**src/rtl/mem_port_arbiter.sv**
```systemverilog
// Shared single-port memory arbiter: serialises N requesters onto the RAM data port
// with fixed or round-robin priority, channel-0 lock and a mem_ready timeout abort.
module mem_port_arbiter #(
  parameter int unsigned NUM_REQ = 2,
  parameter int unsigned ADDR_W  = 12,
  parameter int unsigned DATA_W  = 32,
  parameter int unsigned RR_MODE = 1,
  parameter int unsigned TIMEOUT = 255
) (
  input  logic                        clk,
  input  logic                        rst,
  input  logic [NUM_REQ-1:0]          req,
  input  logic [NUM_REQ-1:0]          we,
  input  logic [NUM_REQ*ADDR_W-1:0]   addr,
  input  logic [NUM_REQ*DATA_W-1:0]   wdata,
  input  logic                        lock,
  output logic [NUM_REQ-1:0]          ack,
  output logic                        err,
  output logic [DATA_W-1:0]           rdata,
  output logic [((NUM_REQ > 2) ? $clog2(NUM_REQ) : 1)-1:0] grant_id,
  output logic                        busy,
  output logic [NUM_REQ-1:0]          stall,
  output logic                        mem_req,
  output logic                        mem_we,
  output logic [ADDR_W-1:0]           mem_addr,
  output logic [DATA_W-1:0]           mem_wdata,
  input  logic [DATA_W-1:0]           mem_rdata,
  input  logic                        mem_ready
);

  localparam int unsigned GW = (NUM_REQ > 2) ? $clog2(NUM_REQ) : 1;

  typedef enum logic [1:0] {S_IDLE, S_ISSUE, S_RESP} state_e;

  state_e              state_q, state_d;
  logic [GW-1:0]       grant_q, grant_d;
  logic [GW-1:0]       last_q, last_d;
  logic [15:0]         cnt_q, cnt_d;
  logic                err_q, err_d;
  logic                mem_we_q, mem_we_d;
  logic [ADDR_W-1:0]   mem_addr_q, mem_addr_d;
  logic [DATA_W-1:0]   mem_wdata_q, mem_wdata_d;
  logic [DATA_W-1:0]   rdata_q, rdata_d;

  logic [NUM_REQ-1:0]  elig;
  logic                found;
  logic [GW-1:0]       pick;
  logic [GW-1:0]       cand;

  // Arbitration: round-robin scans upward from the channel after the last grant.
  always_comb begin
    elig  = lock ? (req & NUM_REQ'(1)) : req;
    found = 1'b0;
    pick  = '0;
    cand  = '0;
    if (RR_MODE != 0) begin
      for (int unsigned k = 1; k <= NUM_REQ; k++) begin
        cand = GW'((32'(last_q) + k) % NUM_REQ);
        if (!found && elig[cand]) begin
          found = 1'b1;
          pick  = cand;
        end
      end
    end else begin
      for (int unsigned k = 0; k < NUM_REQ; k++) begin
        cand = GW'(k);
        if (!found && elig[cand]) begin
          found = 1'b1;
          pick  = cand;
        end
      end
    end
  end

  always_ff @(posedge clk) begin
    if (rst) begin
      state_q     <= S_IDLE;
      grant_q     <= '0;
      last_q      <= GW'(NUM_REQ - 1);
      cnt_q       <= '0;
      err_q       <= 1'b0;
      mem_we_q    <= 1'b0;
      mem_addr_q  <= '0;
      mem_wdata_q <= '0;
      rdata_q     <= '0;
    end else begin
      state_q     <= state_d;
      grant_q     <= grant_d;
      last_q      <= last_d;
      cnt_q       <= cnt_d;
      err_q       <= err_d;
      mem_we_q    <= mem_we_d;
      mem_addr_q  <= mem_addr_d;
      mem_wdata_q <= mem_wdata_d;
      rdata_q     <= rdata_d;
    end
  end

  always_comb begin
    state_d     = state_q;
    grant_d     = grant_q;
    last_d      = last_q;
    cnt_d       = cnt_q;
    err_d       = err_q;
    mem_we_d    = mem_we_q;
    mem_addr_d  = mem_addr_q;
    mem_wdata_d = mem_wdata_q;
    rdata_d     = rdata_q;
    unique case (state_q)
      S_IDLE: begin
        if (found) begin
          grant_d     = pick;
          mem_we_d    = we[pick];
          mem_addr_d  = addr[32'(pick) * ADDR_W +: ADDR_W];
          mem_wdata_d = wdata[32'(pick) * DATA_W +: DATA_W];
          cnt_d       = '0;
          state_d     = S_ISSUE;
        end
      end
      S_ISSUE: begin
        if (mem_ready) begin
          if (!mem_we_q) rdata_d = mem_rdata;
          err_d   = 1'b0;
          state_d = S_RESP;
        end else if (cnt_q == 16'(TIMEOUT - 1)) begin
          err_d   = 1'b1;
          state_d = S_RESP;
        end else begin
          cnt_d = cnt_q + 16'd1;
        end
      end
      S_RESP: begin
        if (RR_MODE != 0) last_d = grant_q;
        state_d = S_IDLE;
      end
      default: state_d = S_IDLE;
    endcase
  end

  always_comb begin
    ack = '0;
    if (state_q == S_RESP) ack[grant_q] = 1'b1;
    err       = (state_q == S_RESP) && err_q;
    busy      = (state_q != S_IDLE);
    mem_req   = (state_q == S_ISSUE);
    mem_we    = mem_we_q;
    mem_addr  = mem_addr_q;
    mem_wdata = mem_wdata_q;
    rdata     = rdata_q;
    grant_id  = grant_q;
    stall     = req & ~ack;
  end

endmodule

```
**config.mk**
```make
export PLATFORM = sky130hd
export DESIGN_NAME = mem_port_arbiter
export DESIGN_NICKNAME = d
export VERILOG_FILES = /design/src/rtl/mem_port_arbiter.sv
export SDC_FILE = /design/constraint.sdc
export NUM_CORES = 1
export LEC_CHECK = 0
export BUFFER_PORTS_ARGS = -buffer_cell sky130_fd_sc_hd__buf_2
export CORE_ASPECT_RATIO = 1.4
export CORE_UTILIZATION = 42
export DETAILED_ROUTE_END_ITERATION = 7
export MAX_ROUTING_LAYER = met4
export PLACE_DENSITY = 0.82
export SLEW_MARGIN = 5
export SYNTH_ARGS = -nofsm -noshare
export SYNTH_HDL_FRONTEND = slang
export SYNTH_SLANG_ARGS = --single-unit
```
**constraint.sdc**
```tcl
create_clock -name clk -period 1.8 [get_ports clk]
set_clock_uncertainty 0.15 [all_clocks]
set_input_delay 0.18 -clock clk [delete_from_list [all_inputs] [get_ports clk]]
set_output_delay 0.18 -clock clk [all_outputs]
set_load 0.005 [all_outputs]
```
**Word level (Yosys, flattened, before mapping)**

Cells that the tools add are included.

- Add/subtract/negate cells: 3
- Multiply operators: 1
- Magnitude comparators: 5
- Equality and inequality tests: 7
- Shift-type cells: 2
- Mux-type cells: 24
- Bitwise gates (word level): 3
- Reductions and logical operators: 13

Operators with widths:

| operator | count |
|---|---|
| 64-bit by 7-bit indexed part select with 32-bit output | 1 |
| 16-bit 2-to-1 mux | 3 |
| 16-bit one-hot mux with 2 select lines | 1 |
| 24-bit by 6-bit indexed part select with 12-bit output | 1 |
| 16-bit by 1-bit adder with 16-bit output, second input constant | 1 |
| 16-bit by 8-bit equality test with 1-bit output, second input constant | 1 |
| 1-bit 2-to-1 mux | 13 |
| 2-bit 2-to-1 mux | 5 |
| 1-bit by 2-bit < comparator with 1-bit output, second input constant | 4 |
| 2-bit inequality test, second input constant | 3 |
| 2-bit AND reduction | 3 |
| 2-bit nonzero test | 3 |
| 2-bit one-hot mux with 2 select lines | 1 |
| 4-bit AND reduction | 1 |
| 1-bit logical AND | 3 |
| 1-bit by 2-bit multiplier with 3-bit output, second input constant | 1 |
| 3-bit by 1-bit inequality test with 1-bit output, second input constant | 1 |
| 3-bit AND reduction | 1 |
| 1-bit adder, second input constant | 2 |
| 2-bit AND | 1 |
| 2-bit by 1-bit equality test with 1-bit output, second input constant | 1 |
| 2-bit equality test, second input constant | 1 |
| 2-bit logical NOT | 1 |
| 2-bit inverter | 1 |
| other kinds (4) | 4 |

- Flip-flop bits (word level): 98
- Input port bits: 128
- Output and inout port bits: 85
- Word-level logic and storage cells: 67

**Logic depth before layout (Yosys ltp)**

Gate-level depths: netlist (run 1).

- Depth in word-level cells: 9
- Depth in mapped cells: 8
- Gate-level depth less buffers: 6

**Worst setup path before layout (run 1)**

OpenSTA, ideal clock, no wires.

- Path type: flip-flop to flip-flop
- Start point: register cnt_q[0]
- End point: register cnt_q[8]
- Setup time: 132 ps
- Arrival time: 1506 ps
- Required time: 1518 ps
- Path slack: 13 ps
- Cell stages (with the launch flop): 9
- Path buffers: 2
- Clock period less this slack: 1787 ps
- Path through: dfxtp_1 > inv_1 > ha_1 > nor4b_2 > and4_1 > buf_4 > o211ai_4 > buf_8 > a31oi_4

- Cells in the longest elaborated chain, start to end: 4
- Elaborated cells between the ends (all ways): 7
- Classes of those cells: 1 x add/sub; 2 x eq/ne; 3 x mux; 1 x reduce/logical

RTL lines:

| element | RTL line | source |
|---|---|---|
| start: declaration | 38 | `logic [15:0] cnt_q, cnt_d;` |
| start signal: assignment | 90 | `cnt_q <= cnt_d;` |
| 16-bit by 1-bit adder with 16-bit output | 129 | `cnt_d = cnt_q + 16'd1;` |
| 16-bit 2-to-1 mux | 125 | `end else if (cnt_q == 16'(TIMEOUT - 1)) begin` |
| 16-bit 2-to-1 mux | 121 | `if (mem_ready) begin` |
| 16-bit one-hot mux with 2 select lines | 109 | `unique case (state_q)` |

Parallel ways exist; a longest one is shown, timed or not. The select of a mux whose other input is x is not followed.
A chain may end at the register's enable or synchronous reset.

**Worst setup path in the final report (run 1)**

- Start point: register cnt_q[0]
- End point: register cnt_q[10]

Same word-level chain as after synthesis.

==> report_table.html, run 1 <==
<table>
<tr><th>Metric</th><th>Value</th></tr>
<tr><th colspan="2">Drt</th></tr>
<tr><td>Detailed router's first-iteration violation count</td><td>207</td></tr>
<tr><td>Post-DR vias/cell</td><td>5.22</td></tr>
<tr><td>Routed via count</td><td>4561</td></tr>
<tr><td>Total Wirelength</td><td>13300 um</td></tr>
<tr><td>Initial DRT Pass Iterations</td><td>4</td></tr>
<tr><td>Final routed wire length divided by cell count</td><td>15.2 um</td></tr>
<tr><td>DRC Markers</td><td>0</td></tr>
<tr><td>Count of antenna-violating nets left after detailed routing</td><td>0</td></tr>
<tr><th colspan="2">Power and ir drop</th></tr>
<tr><td>Power, Total</td><td>0.00532 W</td></tr>
<tr><td>Cell area power density</td><td>824 mW/mm2</td></tr>
<tr><td>Net Switching</td><td>0.00137 W</td></tr>
<tr><td>Int Pwr</td><td>0.00395 W</td></tr>
<tr><td>Cell leakage power</td><td>3.07 nW</td></tr>
<tr><td>Fraction of power spent switching nets</td><td>0.258</td></tr>
<tr><td>Worst ir drop on vdd</td><td>0.535 mV</td></tr>
<tr><td>Portion of total power attributed to combinational logic</td><td>0.178</td></tr>
<tr><td>Clock power frac</td><td>0.372</td></tr>
<tr><td>Sequential share of power</td><td>0.450</td></tr>
<tr><th colspan="2">Worst hold path</th></tr>
<tr><td>Type of the most critical hold path</td><td>primary input to register</td></tr>
<tr><td>Hold_sp</td><td>addr[14]</td></tr>
<tr><th colspan="2">Clocking</th></tr>
<tr><td>Number of levels in the clock H-tree</td><td>3</td></tr>
<tr><td>Clock latency reported for the late side of the worst-skew pair</td><td>0.34 ns</td></tr>
<tr><td>Clock Tree Root</td><td>clkbuf_16</td></tr>
<tr><td>Total clock buffers created by CTS</td><td>9</td></tr>
<tr><td>Clock tree from TritonCTS</td><td>yes</td></tr>
<tr><td>Sinks on Clock Net</td><td>98</td></tr>
<tr><td>Max clock buf depth</td><td>2</td></tr>
<tr><td>Clock transition time at the flip-flop clock pins of the worst setup and hold paths</td><td>0.07 ns</td></tr>
<tr><th colspan="2">Placed design</th></tr>
<tr><td>Buffers on Ports</td><td>212</td></tr>
<tr><td>HPWL Detailed</td><td>8980 um</td></tr>
<tr><td>Routability cong.</td><td>0.851</td></tr>
<tr><td>Post-Place Worst Slack</td><td>-0.0581 ns</td></tr>
<tr><td>Post-placement cell area</td><td>0.00569 mm2</td></tr>
<tr><th colspan="2">Die</th></tr>
<tr><td>Die extent in y</td><td>123 um</td></tr>
<tr><td>Floorplan die width</td><td>88.5 um</td></tr>
<tr><td>Area of the core region</td><td>0.0101 mm2</td></tr>
<tr><td># rows</td><td>43</td></tr>
<tr><td>Die ar.</td><td>0.0109 mm2</td></tr>
<tr><td>Initial standard-cell utilization of the core</td><td>0.437</td></tr>
<tr><td>Top-level port count</td><td>213</td></tr>
<tr><th colspan="2">Timing</th></tr>
<tr><td>Max Transition Viols Final</td><td>0</td></tr>
<tr><td>Highest Clock Rate</td><td>0.565 GHz</td></tr>
<tr><td>Unrepaired setup endpoints after global routing</td><td>yes</td></tr>
<tr><td>Transition time of the tightest slew-check pin</td><td>0.462 ns</td></tr>
<tr><td>Max-slew headroom at the worst pin</td><td>0.691</td></tr>
<tr><td>Share of the cycle needed by the critical path after routing</td><td>0.984</td></tr>
<tr><td>Fin worst setup slack</td><td>0.0289 ns</td></tr>
<tr><td>Number of hold violations in the final report</td><td>0</td></tr>
<tr><td>Worst hold slack</td><td>0.0184 ns</td></tr>
<tr><td>Time the worst path needs with I/O delays and setup</td><td>1.77 ns</td></tr>
<tr><td>Setup violation total in the final timing report</td><td>0</td></tr>
<tr><th colspan="2">Synthesis</th></tr>
<tr><td>Sequential element share of the synthesized area</td><td>0.446</td></tr>
<tr><td>Commonest register cell after synthesis</td><td>dfxtp_1</td></tr>
<tr><td>Ys async rst share</td><td>0</td></tr>
<tr><td>Warnings from Yosys</td><td>0</td></tr>
<tr><td>Synthesized Nets</td><td>617</td></tr>
<tr><td>Cell count after synthesis</td><td>487</td></tr>
<tr><td>Number of enable flip-flop cells after synthesis</td><td>0</td></tr>
<tr><td>Cell area after synthesis</td><td>0.00440 mm2</td></tr>
<tr><td>Count of unique library cells instantiated by Yosys</td><td>45</td></tr>
<tr><td>Mean Syn Cell Area</td><td>9.04 um2</td></tr>
<tr><td>Yosys reg bits</td><td>98</td></tr>
<tr><th colspan="2">Global route</th></tr>
<tr><td>Antenna violations before repair</td><td>0</td></tr>
<tr><td>Number of global-route vias before repair</td><td>4455</td></tr>
<tr><td>Pin count of the biggest net entering global routing</td><td>91</td></tr>
<tr><td>GRT Util Overall</td><td>0.242</td></tr>
<tr><td>Total grt overflow</td><td>0</td></tr>
<tr><td>Wire length of the first global-routing pass</td><td>19800 um</td></tr>
<tr><th colspan="2">Finish</th></tr>
<tr><td>Fraction of layout instances using a drive strength above 1</td><td>0.392</td></tr>
<tr><td>Sequential standard cell area</td><td>0.00196 mm2</td></tr>
<tr><td>Multi-input gate area</td><td>0.00225 mm2</td></tr>
<tr><td>Area of all placed cells without fillers</td><td>0.00646 mm2</td></tr>
<tr><td>Final nets</td><td>864</td></tr>
<tr><td>Synth-to-Final Area Change</td><td>46.7%</td></tr>
<tr><td>Filler cell count in the final layout</td><td>800</td></tr>
<tr><td>Count of antenna diodes in the layout</td><td>0</td></tr>
<tr><th colspan="2">Critical path</th></tr>
<tr><td>Beginning of the worst register-to-register path</td><td>cnt_q[0]</td></tr>
<tr><td>Element type at the critical path end</td><td>register</td></tr>
<tr><td>Maximum fanout count along the critical path</td><td>6</td></tr>
<tr><td>Data required, critical path</td><td>1.91 ns</td></tr>
<tr><td>Critical path class</td><td>register to register</td></tr>
<tr><td>Worst setup path startpoint</td><td>cnt_q[0]</td></tr>
<tr><td>Data arrival time at the worst-slack endpoint</td><td>1.88 ns</td></tr>
<tr><td>CP Launch Type</td><td>register</td></tr>
<tr><th colspan="2">Flow run</th></tr>
<tr><td>Max_cap viols</td><td>0</td></tr>
<tr><th colspan="2">Run status</th></tr>
<tr><td>Run status</td><td>finished clean</td></tr>
</table>
power by group through the flow:
stage	Sequential [W]	Clock, W	Combinational, W
5_1_grt	0.00241	0.00211	0.00104
6_report	0.00239	0.00198	0.000949
3_3_place_gp	0.00243	0	0.000819
4_1_cts	0.00239	0.00202	0.000906
3_5_place_dp	0.00244	0	0.000850
2_1_floorplan	0.00245	0	0.000436
Yosys cell counts, drive strengths merged (5+ instances only):
cell type / n / share of area
a211oi: 46 / 0.078
a21oi: 38 / 0.043
a31oi: 19 / 0.047
buf: 26 / 0.036
clkbuf: 13 / 0.011
dfxtp: 98 / 0.45
inv: 11 / 0.0094
mux2i: 45 / 0.10
nand2: 70 / 0.060
nand2b: 6 / 0.0085
nand3: 8 / 0.010
nand4: 5 / 0.0071
nor2: 52 / 0.044
nor3: 6 / 0.0068
o211ai: 7 / 0.017
o21ai: 6 / 0.0094
state kept, by name (all words and copies together), names as in the netlist:
register,count
cnt_q,16
err_q,1
grant_id,1
last_q,1
mem_addr,12
mem_wdata,32
mem_we,1
rdata,32
state_q,2
worst max-delay path: stages (launching register included):
cell and delay, ns:
dfxtp_2 0.34, inv_2 0.06, ha_1 0.14, nor4b_4 0.23, and4_4 0.32, o211ai_4 0.11
buf_12 0.17, a31oi_1 0.17
routing by layer:
| layer | share of wire | routed length, um | GRT usage |
|---|---|---|---|
| met1 | 0.38 | 5020 | 0.239 |
| met3 | 0.052 | 690 | 0.0474 |
| met5 | 0 | 0 | - |
| met2 | 0.54 | 7140 | 0.443 |
| met4 | 0.035 | 469 | 0.119 |
worst paths after layout:
path	cells past startpoint	slack, ns	endpoint
hold / removal	3	0.02	mem_addr[2]
hold reg to reg	2	0.30	rdata[25]
setup reg to reg	7	0.03	cnt_q[10]
setup / recovery	7	0.03	cnt_q[10]
per-stage QoR:
step	instances	utilization	setup TNS [ns]
2_1_floorplan	487	-	0
4_1_cts	870	0.630	-0.0197
3_5_place_dp	822	0.566	-0.231
5_1_grt	874	0.642	-0.113
6_report	874	0.642	0
3_3_place_gp	822	0.566	0
cells by family (layout without fill, tap and decap cells):
| family | Yosys count | count (layout) | synth area share |
|---|---|---|---|
| AOI/OAI and AO/OA | 121 | 121 | 0.206 |
| buffers and inverters | 50 | 302 | 0.0563 |
| DFF | 98 | 98 | 0.446 |
| and+or+nand+nor | 171 | 171 | 0.184 |
| adders and majority gates | 2 | 2 | 0.00569 |
| muxes | 45 | 45 | 0.102 |
cell type report:
cell class | instances | share of cell area
multi-input combinational | 339 | 0.348
sequential | 98 | 0.304
timing repair buffer | 275 | 0.266
clock buffer | 11 | 0.0391
tap | 135 | 0.0262
clock inverter | 5 | 0.00930
inverter | 11 | 0.00640
cells in the final DEF (no fill, tap or decap), types with 2 or more instances in the layout:
cell type	instances
a31oi_2	4
nor4_1	2
o21ai_0	3
dfxtp_2	2
a21oi_1	38
dlygate4sd3_1	32
clkbuf_8	2
nand3b_1	4
a31oi_1	9
ha_1	2
inv_1	10
a211oi_1	46
nor2b_1	4
nand2_1	69
o211ai_2	2
dfxtp_1	96
buf_12	4
nor3_1	5
clkbuf_16	11
nand2b_1	6
nor2_1	52
mux2i_1	45
nor4_2	2
buf_4	24
nand3_1	7
buf_2	212
o21ai_2	3
a31oi_4	6
o211ai_1	4
nand4_1	5
what timing repair did:
action,in CTS,in global routing
pin swaps,0,2
cloned,0,2
endpoints found under the setup margin,12,35
resized for setup,4,12
hold buffers,32,0
setup buffers,0,2
endpoints found under the hold margin,32,0
No activity file was read; power rests on OpenSTA's default activity.
==> run 2: changes to the inputs <==
--- a/config.mk
+++ b/config.mk
@@ -6,7 +6,6 @@
 export NUM_CORES = 1
 export LEC_CHECK = 0
 export BUFFER_PORTS_ARGS = -buffer_cell sky130_fd_sc_hd__buf_2
-export CORE_ASPECT_RATIO = 1.4
 export CORE_UTILIZATION = 42
 export DETAILED_ROUTE_END_ITERATION = 7
 export MAX_ROUTING_LAYER = met4
==> run 2 against run 1 <==
Compared with the run above: sequential share of layout area is 1.4 points lower; worst setup slack better by 0.025 ns; fmax is 1.5% higher; critical endpoint is now cnt_q[14]; largest cell class unchanged; largest power group unchanged.
==> report_table.html, run 2 (synthesized netlist as in run 1, its figures left out) <==
<table>
<tr><th>Metric</th><th>Value</th></tr>
<tr><th colspan="2">Run status</th></tr>
<tr><td>Run status</td><td>finished clean</td></tr>
<tr><th colspan="2">Global route</th></tr>
<tr><td>Antenna violations before repair</td><td>0</td></tr>
<tr><td>Pin count of the biggest net entering global routing</td><td>85</td></tr>
<tr><td>Wire length of the first global-routing pass</td><td>21900 um</td></tr>
<tr><td>GRT Util Overall</td><td>0.256</td></tr>
<tr><td>Total grt overflow</td><td>0</td></tr>
<tr><td>Number of global-route vias before repair</td><td>4745</td></tr>
<tr><th colspan="2">Power and ir drop</th></tr>
<tr><td>Sequential share of power</td><td>0.484</td></tr>
<tr><td>Power, Total</td><td>0.00495 W</td></tr>
<tr><td>Fraction of power spent switching nets</td><td>0.264</td></tr>
<tr><td>Clock power frac</td><td>0.314</td></tr>
<tr><td>Net Switching</td><td>0.00131 W</td></tr>
<tr><td>Int Pwr</td><td>0.00365 W</td></tr>
<tr><td>Cell area power density</td><td>733 mW/mm2</td></tr>
<tr><td>Cell leakage power</td><td>3.18 nW</td></tr>
<tr><td>Worst ir drop on vdd</td><td>0.446 mV</td></tr>
<tr><td>Portion of total power attributed to combinational logic</td><td>0.202</td></tr>
<tr><th colspan="2">Timing</th></tr>
<tr><td>Number of hold violations in the final report</td><td>0</td></tr>
<tr><td>Time the worst path needs with I/O delays and setup</td><td>1.75 ns</td></tr>
<tr><td>Max Transition Viols Final</td><td>0</td></tr>
<tr><td>Max-slew headroom at the worst pin</td><td>0.420</td></tr>
<tr><td>Transition time of the tightest slew-check pin</td><td>0.870 ns</td></tr>
<tr><td>Unrepaired setup endpoints after global routing</td><td>yes</td></tr>
<tr><td>Setup violation total in the final timing report</td><td>0</td></tr>
<tr><td>Highest Clock Rate</td><td>0.573 GHz</td></tr>
<tr><td>Share of the cycle needed by the critical path after routing</td><td>0.970</td></tr>
<tr><th colspan="2">Finish</th></tr>
<tr><td>Core Util, Final</td><td>0.661</td></tr>
<tr><td>Count of antenna diodes in the layout</td><td>0</td></tr>
<tr><td>Filler cell count in the final layout</td><td>764</td></tr>
<tr><td>Multi-input gate area</td><td>0.00226 mm2</td></tr>
<tr><td>Sequential standard cell area</td><td>0.00196 mm2</td></tr>
<tr><td>Synth-to-Final Area Change</td><td>53.7%</td></tr>
<tr><td>Most common cell after layout, fill and taps aside</td><td>buf_2</td></tr>
<tr><td>Most frequent cells in the layout</td><td>buf_2, dfxtp_1, dlygate4sd3_1, nand2_1, nor2_1</td></tr>
<tr><td>Fraction of layout instances using a drive strength above 1</td><td>0.364</td></tr>
<tr><td>Final Non-Filler Cells</td><td>916</td></tr>
<tr><td>Final nets</td><td>907</td></tr>
<tr><th colspan="2">Critical path</th></tr>
<tr><td>Flop2flop setup slack</td><td>0.05 ns</td></tr>
<tr><td>Critical path class</td><td>register to register</td></tr>
<tr><td>Maximum fanout count along the critical path</td><td>5</td></tr>
<tr><td>Logic depth of the worst register-to-register path</td><td>5</td></tr>
<tr><td>Data arrival time at the worst-slack endpoint</td><td>1.85 ns</td></tr>
<tr><td>Element type at the critical path end</td><td>register</td></tr>
<tr><td>CP Launch Type</td><td>register</td></tr>
<tr><td>Data required, critical path</td><td>1.90 ns</td></tr>
<tr><th colspan="2">Drt</th></tr>
<tr><td>Post-DR vias/cell</td><td>5.16</td></tr>
<tr><td>Routed via count</td><td>4730</td></tr>
<tr><td>Detailed router's first-iteration violation count</td><td>369</td></tr>
<tr><td>DRC Markers</td><td>0</td></tr>
<tr><td>Count of antenna-violating nets left after detailed routing</td><td>0</td></tr>
<tr><td>Total Wirelength</td><td>13600 um</td></tr>
<tr><td>Initial DRT Pass Iterations</td><td>4</td></tr>
<tr><td>Final routed wire length divided by cell count</td><td>14.9 um</td></tr>
<tr><th colspan="2">Placed design</th></tr>
<tr><td>Routability cong.</td><td>0.867</td></tr>
<tr><td>HPWL Detailed</td><td>8300 um</td></tr>
<tr><td>Total instance count after detailed placement</td><td>821</td></tr>
<tr><td>Buffers on Ports</td><td>212</td></tr>
<tr><th colspan="2">Worst hold path</th></tr>
<tr><td>Cell depth of the worst min-delay path</td><td>3</td></tr>
<tr><td>Type of the most critical hold path</td><td>primary input to register</td></tr>
<tr><th colspan="2">Clocking</th></tr>
<tr><td>Clock Tree Root</td><td>clkbuf_8</td></tr>
<tr><td>Clock latency reported for the late side of the worst-skew pair</td><td>0.36 ns</td></tr>
<tr><td>Max clock buf depth</td><td>2</td></tr>
<tr><td>Total clock buffers created by CTS</td><td>9</td></tr>
<tr><td>Clock tree from TritonCTS</td><td>yes</td></tr>
<tr><td>Number of levels in the clock H-tree</td><td>3</td></tr>
<tr><td>Clock transition time at the flip-flop clock pins of the worst setup and hold paths</td><td>0.09 ns</td></tr>
<tr><td>Sinks on Clock Net</td><td>98</td></tr>
<tr><th colspan="2">Die</th></tr>
<tr><td>Top-level port count</td><td>213</td></tr>
<tr><td>Die ar.</td><td>0.0109 mm2</td></tr>
<tr><td>Area of the core region</td><td>0.0102 mm2</td></tr>
<tr><td>Floorplan die width</td><td>104 um</td></tr>
<tr><td>Initial standard-cell utilization of the core</td><td>0.430</td></tr>
<tr><td># rows</td><td>37</td></tr>
<tr><td>Die extent in y</td><td>104 um</td></tr>
<tr><th colspan="2">Flow run</th></tr>
<tr><td>Max_cap viols</td><td>0</td></tr>
</table>
[run 2: cell types whose count changed in the layout (fill, tap and decap cells not counted), sizes merged]
cell         previous run  this run
buf                   241       238
bufinv                  1         2
clkbuf                 13        10
clkinv                  2         0
dlygate4sd3            32        80
[run 2: final timing paths]
kind / startpoint / end
max: cnt_q[1] / cnt_q[14]
min reg2reg: rdata[18] / rdata[18]
min: addr[11] / mem_addr[11]
max reg2reg: cnt_q[1] / cnt_q[14]
[run 2: final cells by class]
type	count	share of cell area
multi-input cells	339	0.335
repair buffers	318	0.312
flip-flops and latches	98	0.290
well taps	136	0.0252
clock buffers	10	0.0204
clock inverters	4	0.0113
inverters	11	0.00611
[run 2: power by group through the flow]
| stage | sequential (W) | clock (W) | combinational [W] |
|---|---|---|---|
| 2_1_floorplan | 0.00245 | 0 | 0.000436 |
| 3_3_place_gp | 0.00243 | 0 | 0.000812 |
| 3_5_place_dp | 0.00244 | 0 | 0.000841 |
| 4_1_cts | 0.00239 | 0.00161 | 0.000975 |
| 5_1_grt | 0.00241 | 0.00170 | 0.00109 |
| 6_report | 0.00240 | 0.00156 | 0.00100 |
[run 2: per-layer routing]
metal / wire (um) / part of all wire / global-route usage
met4: 287 / 0.021 / 0.137
met3: 837 / 0.061 / 0.0432
met5: 0 / 0 / -
met2: 6900 / 0.51 / 0.431
met1: 5620 / 0.41 / 0.288
[run 2: worst max-delay path: stages, from the launching register on]
cell      delay, ns
dfxtp_1        0.41
ha_1           0.24
nand3_2        0.09
or4_1          0.53
nand4_1        0.13
o211ai_2       0.09
[run 2: what timing repair did]
item	4_1_cts	5_1_grt
setup buffers	0	1
gates resized for setup	1	16
gates cloned	0	0
endpoints found under the hold margin	59	0
pin swaps	0	3
setup endpoints to repair	2	16
hold buffers	80	0
[run 2: stage by stage]
| stage | hold WS, ns | setup WS, ns | setup TNS [ns] | area, um2 |
|---|---|---|---|---|
| final | 0.0170 | 0.0543 | 0 | 6760 |
| after global routing | 0.0191 | -0.0202 | -0.0837 | 6760 |
| after CTS | 0.000554 | 0.00377 | 0 | 6680 |
| after detailed placement | 0.280 | -0.00663 | -0.00663 | 5660 |
| after global placement | 0.271 | 0.0567 | 0 | 5660 |
| after floorplan | 0.127 | 0.0127 | 0 | 4400 |
==> run 3: changes to the inputs <==
--- a/config.mk
+++ b/config.mk
@@ -5,11 +5,12 @@
 export SDC_FILE = /design/constraint.sdc
 export NUM_CORES = 1
 export LEC_CHECK = 0
+export ABC_AREA = 1
 export BUFFER_PORTS_ARGS = -buffer_cell sky130_fd_sc_hd__buf_2
-export CORE_UTILIZATION = 42
+export CORE_UTILIZATION = 41
 export DETAILED_ROUTE_END_ITERATION = 7
 export MAX_ROUTING_LAYER = met4
-export PLACE_DENSITY = 0.82
+export PLACE_DENSITY = 0.81
 export SLEW_MARGIN = 5
 export SYNTH_ARGS = -nofsm -noshare
 export SYNTH_HDL_FRONTEND = slang
==> run 3 against run 2 <==
Compared with the run above: die area shrank 1.2%; register-to-register slack gained 0.05 ns; non-clock buffer count grew 31; clock-buffer cell count is the same; wire length grew 21%; critical path type unchanged; worst setup slack gained 0.054 ns; cell count grew 16%; largest cell class is now non-clock buffers; sequential cell count is the same; global-route usage grew 5.7 points; highest routed layer unchanged; worst hold slack gained 0.025 ns.
==> report_table.html, run 3 <==
<table>
<tr><th>Metric</th><th>Value</th></tr>
<tr><th colspan="2">Run status</th></tr>
<tr><td>Run status</td><td>finished clean</td></tr>
<tr><th colspan="2">Global route</th></tr>
<tr><td>Global-route met2 utilization</td><td>0.512</td></tr>
<tr><td>GRT Util Overall</td><td>0.313</td></tr>
<tr><td>Met3 Resource Use GR</td><td>0.0736</td></tr>
<tr><td>Busiest layer in global routing</td><td>met2</td></tr>
<tr><td>Pin count of the biggest net entering global routing</td><td>48</td></tr>
<tr><td>Wire length of the first global-routing pass</td><td>26600 um</td></tr>
<tr><td>GR Util met1</td><td>0.331</td></tr>
<tr><td>Antenna violations before repair</td><td>0</td></tr>
<tr><td>Number of global-route vias before repair</td><td>5589</td></tr>
<tr><td>Total grt overflow</td><td>0</td></tr>
<tr><th colspan="2">Critical path</th></tr>
<tr><td>Critical path endpoint</td><td>mem_addr[8]</td></tr>
<tr><td>CP Launch Type</td><td>register</td></tr>
<tr><td>Top cell family by delay on the critical path</td><td>buffers and inverters</td></tr>
<tr><td>Ordered list of cells on the worst path</td><td>inv_2 -&gt; nand2_1 -&gt; nor2_2 -&gt; inv_2 -&gt; buf_4 -&gt; a21oi_1 -&gt; a21oi_1</td></tr>
<tr><td>End of the worst register-to-register path</td><td>mem_addr[8]</td></tr>
<tr><td>Worst setup path startpoint</td><td>state_q[0]</td></tr>
<tr><td>Cell with the largest stage delay on the worst path</td><td>dfxtp_1</td></tr>
<tr><td>Maximum fanout count along the critical path</td><td>20</td></tr>
<tr><td>Element type at the critical path end</td><td>register</td></tr>
<tr><td>Critical path class</td><td>register to register</td></tr>
<tr><td>Data arrival time at the worst-slack endpoint</td><td>1.83 ns</td></tr>
<tr><td>Flop2flop setup slack</td><td>0.11 ns</td></tr>
<tr><td>Critical path's largest stage delay</td><td>0.39 ns</td></tr>
<tr><td>Beginning of the worst register-to-register path</td><td>state_q[0]</td></tr>
<tr><td>Combined buffer and inverter count along the critical path</td><td>3</td></tr>
<tr><td>Data required, critical path</td><td>1.94 ns</td></tr>
<tr><td>Logic depth of the worst register-to-register path</td><td>7</td></tr>
<tr><td>Count of cell instances traversed by the critical path</td><td>7</td></tr>
<tr><th colspan="2">Placed design</th></tr>
<tr><td>Routability cong.</td><td>0.862</td></tr>
<tr><td>HPWL Detailed</td><td>8530 um</td></tr>
<tr><td>Buffers on Ports</td><td>212</td></tr>
<tr><td>Post-placement cell area</td><td>0.00545 mm2</td></tr>
<tr><td>Post-Place Worst Slack</td><td>-0.0672 ns</td></tr>
<tr><th colspan="2">Power and ir drop</th></tr>
<tr><td>Worst ir drop on vdd</td><td>0.436 mV</td></tr>
<tr><td>Power, Total</td><td>0.00497 W</td></tr>
<tr><td>Cell leakage power</td><td>3.28 nW</td></tr>
<tr><td>Cell area power density</td><td>722 mW/mm2</td></tr>
<tr><th colspan="2">Synthesis</th></tr>
<tr><td>Count of unique library cells instantiated by Yosys</td><td>27</td></tr>
<tr><td>Area share of the largest cell type after synthesis</td><td>0.462</td></tr>
<tr><td>Ranking of synthesized cells by area</td><td>dfxtp_1, a21oi_1, o21ai_0</td></tr>
<tr><td>Sequential element share of the synthesized area</td><td>0.462</td></tr>
<tr><td>Commonest register cell after synthesis</td><td>dfxtp_1</td></tr>
<tr><td>Mean Syn Cell Area</td><td>7.10 um2</td></tr>
<tr><td>Area fraction in and, or, nand and nor cells after synthesis</td><td>0.228</td></tr>
<tr><td>Dominant combinational cell family by area after synthesis</td><td>simple AND/OR/NAND/NOR gates</td></tr>
<tr><td>Synthesized Nets</td><td>728</td></tr>
<tr><td>Cell accounting for the most synthesized area</td><td>dfxtp_1</td></tr>
<tr><td>Parity-gate share of the synthesized area counting xor and xnor cells</td><td>0.00619</td></tr>
<tr><td>Cell count after synthesis</td><td>598</td></tr>
<tr><td>Top cell types by occurrence after synthesis</td><td>a21oi_1, nand2_1, dfxtp_1</td></tr>
<tr><td>Ys async rst share</td><td>0</td></tr>
<tr><td>Leading cell type by number of instances after synthesis</td><td>a21oi_1</td></tr>
<tr><td>Share of synthesized cell area in full adder, half adder and majority cells</td><td>0.00589</td></tr>
<tr><td>Yosys reg bits</td><td>98</td></tr>
<tr><td>Synthesized-area fraction occupied by ao, oa, aoi and oai cells</td><td>0.225</td></tr>
<tr><td>Cell area after synthesis</td><td>0.00425 mm2</td></tr>
<tr><td>Warnings from Yosys</td><td>0</td></tr>
<tr><td>Mux share of post-synthesis cell area</td><td>0</td></tr>
<tr><td>Number of enable flip-flop cells after synthesis</td><td>0</td></tr>
<tr><th colspan="2">Die</th></tr>
<tr><td>Area of the core region</td><td>0.00991 mm2</td></tr>
<tr><td>Initial standard-cell utilization of the core</td><td>0.428</td></tr>
<tr><td>Die extent in y</td><td>104 um</td></tr>
<tr><td>Top-level port count</td><td>213</td></tr>
<tr><td>Floorplan die width</td><td>104 um</td></tr>
<tr><td># rows</td><td>36</td></tr>
<tr><td>Die ar.</td><td>0.0108 mm2</td></tr>
<tr><th colspan="2">Timing</th></tr>
<tr><td>Fin worst setup slack</td><td>0.108 ns</td></tr>
<tr><td>Setup TNS</td><td>0 ns</td></tr>
<tr><td>Setup violation total in the final timing report</td><td>0</td></tr>
<tr><td>Max Transition Viols Final</td><td>0</td></tr>
<tr><td>Share of the cycle needed by the critical path after routing</td><td>0.940</td></tr>
<tr><td>Time the worst path needs with I/O delays and setup</td><td>1.69 ns</td></tr>
<tr><td>Transition time of the tightest slew-check pin</td><td>0.444 ns</td></tr>
<tr><td>Highest Clock Rate</td><td>0.591 GHz</td></tr>
<tr><td>Number of hold violations in the final report</td><td>0</td></tr>
<tr><td>Unrepaired setup endpoints after global routing</td><td>no</td></tr>
<tr><td>Max-slew headroom at the worst pin</td><td>0.704</td></tr>
<tr><th colspan="2">Drt</th></tr>
<tr><td>Initial DRT Pass Iterations</td><td>6</td></tr>
<tr><td>Count of antenna-violating nets left after detailed routing</td><td>0</td></tr>
<tr><td>Total Wirelength</td><td>16500 um</td></tr>
<tr><td>Routed via count</td><td>5581</td></tr>
<tr><td>Final routed wire length divided by cell count</td><td>15.6 um</td></tr>
<tr><td>DRC Markers</td><td>0</td></tr>
<tr><td>Post-DR vias/cell</td><td>5.28</td></tr>
<tr><td>Detailed router's first-iteration violation count</td><td>442</td></tr>
<tr><th colspan="2">Clocking</th></tr>
<tr><td>Total clock buffers created by CTS</td><td>9</td></tr>
<tr><td>Sinks on Clock Net</td><td>98</td></tr>
<tr><td>Clock transition time at the flip-flop clock pins of the worst setup and hold paths</td><td>0.10 ns</td></tr>
<tr><td>Clock Tree Root</td><td>clkbuf_8</td></tr>
<tr><td>Number of levels in the clock H-tree</td><td>3</td></tr>
<tr><td>Number of buffers added for setup after CTS</td><td>0</td></tr>
<tr><td>Clock tree from TritonCTS</td><td>yes</td></tr>
<tr><td>Max clock buf depth</td><td>2</td></tr>
<tr><td>Clock latency reported for the late side of the worst-skew pair</td><td>0.35 ns</td></tr>
<tr><th colspan="2">Worst hold path</th></tr>
<tr><td>Cell depth of the worst min-delay path</td><td>3</td></tr>
<tr><td>Type of the most critical hold path</td><td>primary input to register</td></tr>
<tr><th colspan="2">Finish</th></tr>
<tr><td>Synth-to-Final Area Change</td><td>62.3%</td></tr>
<tr><td>Most frequent cells in the layout</td><td>buf_2, dlygate4sd3_1, a21oi_1, nand2_1, dfxtp_1</td></tr>
<tr><td>Filler cell count in the final layout</td><td>724</td></tr>
<tr><td>Final nets</td><td>1051</td></tr>
<tr><td>Count of antenna diodes in the layout</td><td>0</td></tr>
<tr><td>Area of all placed cells without fillers</td><td>0.00689 mm2</td></tr>
<tr><td>Fraction of layout instances using a drive strength above 1</td><td>0.289</td></tr>
<tr><td>Most common cell after layout, fill and taps aside</td><td>buf_2</td></tr>
<tr><th colspan="2">Flow run</th></tr>
<tr><td>Max_cap viols</td><td>0</td></tr>
</table>
run 3: changes by cell type in the layout (fill, tap and decap cells not counted), moves of 15 or more:
cell	delta
o21ai_0	+74
a21oi_1	+66
a211oi_1	-46
mux2i_1	-45
dlygate4sd3_1	+42
nor2_1	+39
nand2_1	+32
inv_1	+15
run 3: how the worst min path moves through the flow:
stage | startpoint | end
2_1_floorplan | mem_rdata[0] | rdata[0]
3_3_place_gp | mem_rdata[6] | rdata[6]
3_5_place_dp | mem_rdata[16] | rdata[16]
4_1_cts | rst | cnt_q[7]
5_1_grt | rst | cnt_q[4]
6_report | rst | cnt_q[7]
run 3: layer usage:
metal,up-vias,share of wire,wire [um]
met3,117,0.073,1200
met1,2520,0.37,6150
met2,342,0.49,8010
met5,-,0,0
li1,2602,-,-
met4,0,0.069,1140
run 3: kinds of logic after synthesis:
| kind of cell | count (synthesis) |
|---|---|
| flip-flops | 98 |
| buffers and inverters | 72 |
| AO/OA/AOI/OAI | 191 |
| AND/OR/NAND/NOR | 232 |
| adder cells (fa/ha/maj) | 2 |
| XOR/XNOR | 3 |
run 3: report_power, final:
group	total (W)	internal [W]	switching, W	leakage [nW]
registers	0.00243	0.00234	0.0000915	0.806
clock network	0.00143	0.000646	0.000780	0.0865
logic	0.00112	0.000547	0.000572	2.38
run 3: timing repair:
item / 4_1_cts / 5_1_grt
endpoints found under the hold margin: 77 / 0
hold buffers: 122 / 0
endpoints found under the setup margin: 9 / 18
resized for setup: 2 / 7
pin swaps: 0 / 0
run 3: final cells by class:
class                           count  area [um2]  area share
Clock buffer                       10         128      0.0185
Tap cell                          133         166      0.0242
Clock inverter                      5        63.8     0.00926
Sequential cell                    98        1960       0.285
Inverter                           35         131      0.0191
Multi-Input combinational cell    428        2000       0.290
Timing Repair Buffer              349        2440       0.354
run 3: worst min-delay path, stage by stage:
cell and delay [ns]:
buf_2 0.10, buf_4 0.17, a21oi_1 0.05
run 3: stage by stage:
step                      std cells  utilization  hold WS [ns]
after detailed placement        921        0.550         0.259
after CTS                      1058        0.694        0.0272
after global routing           1058        0.695        0.0483
final                          1058        0.695        0.0423
after global placement          921        0.550         0.253
after floorplan                 598            -         0.165
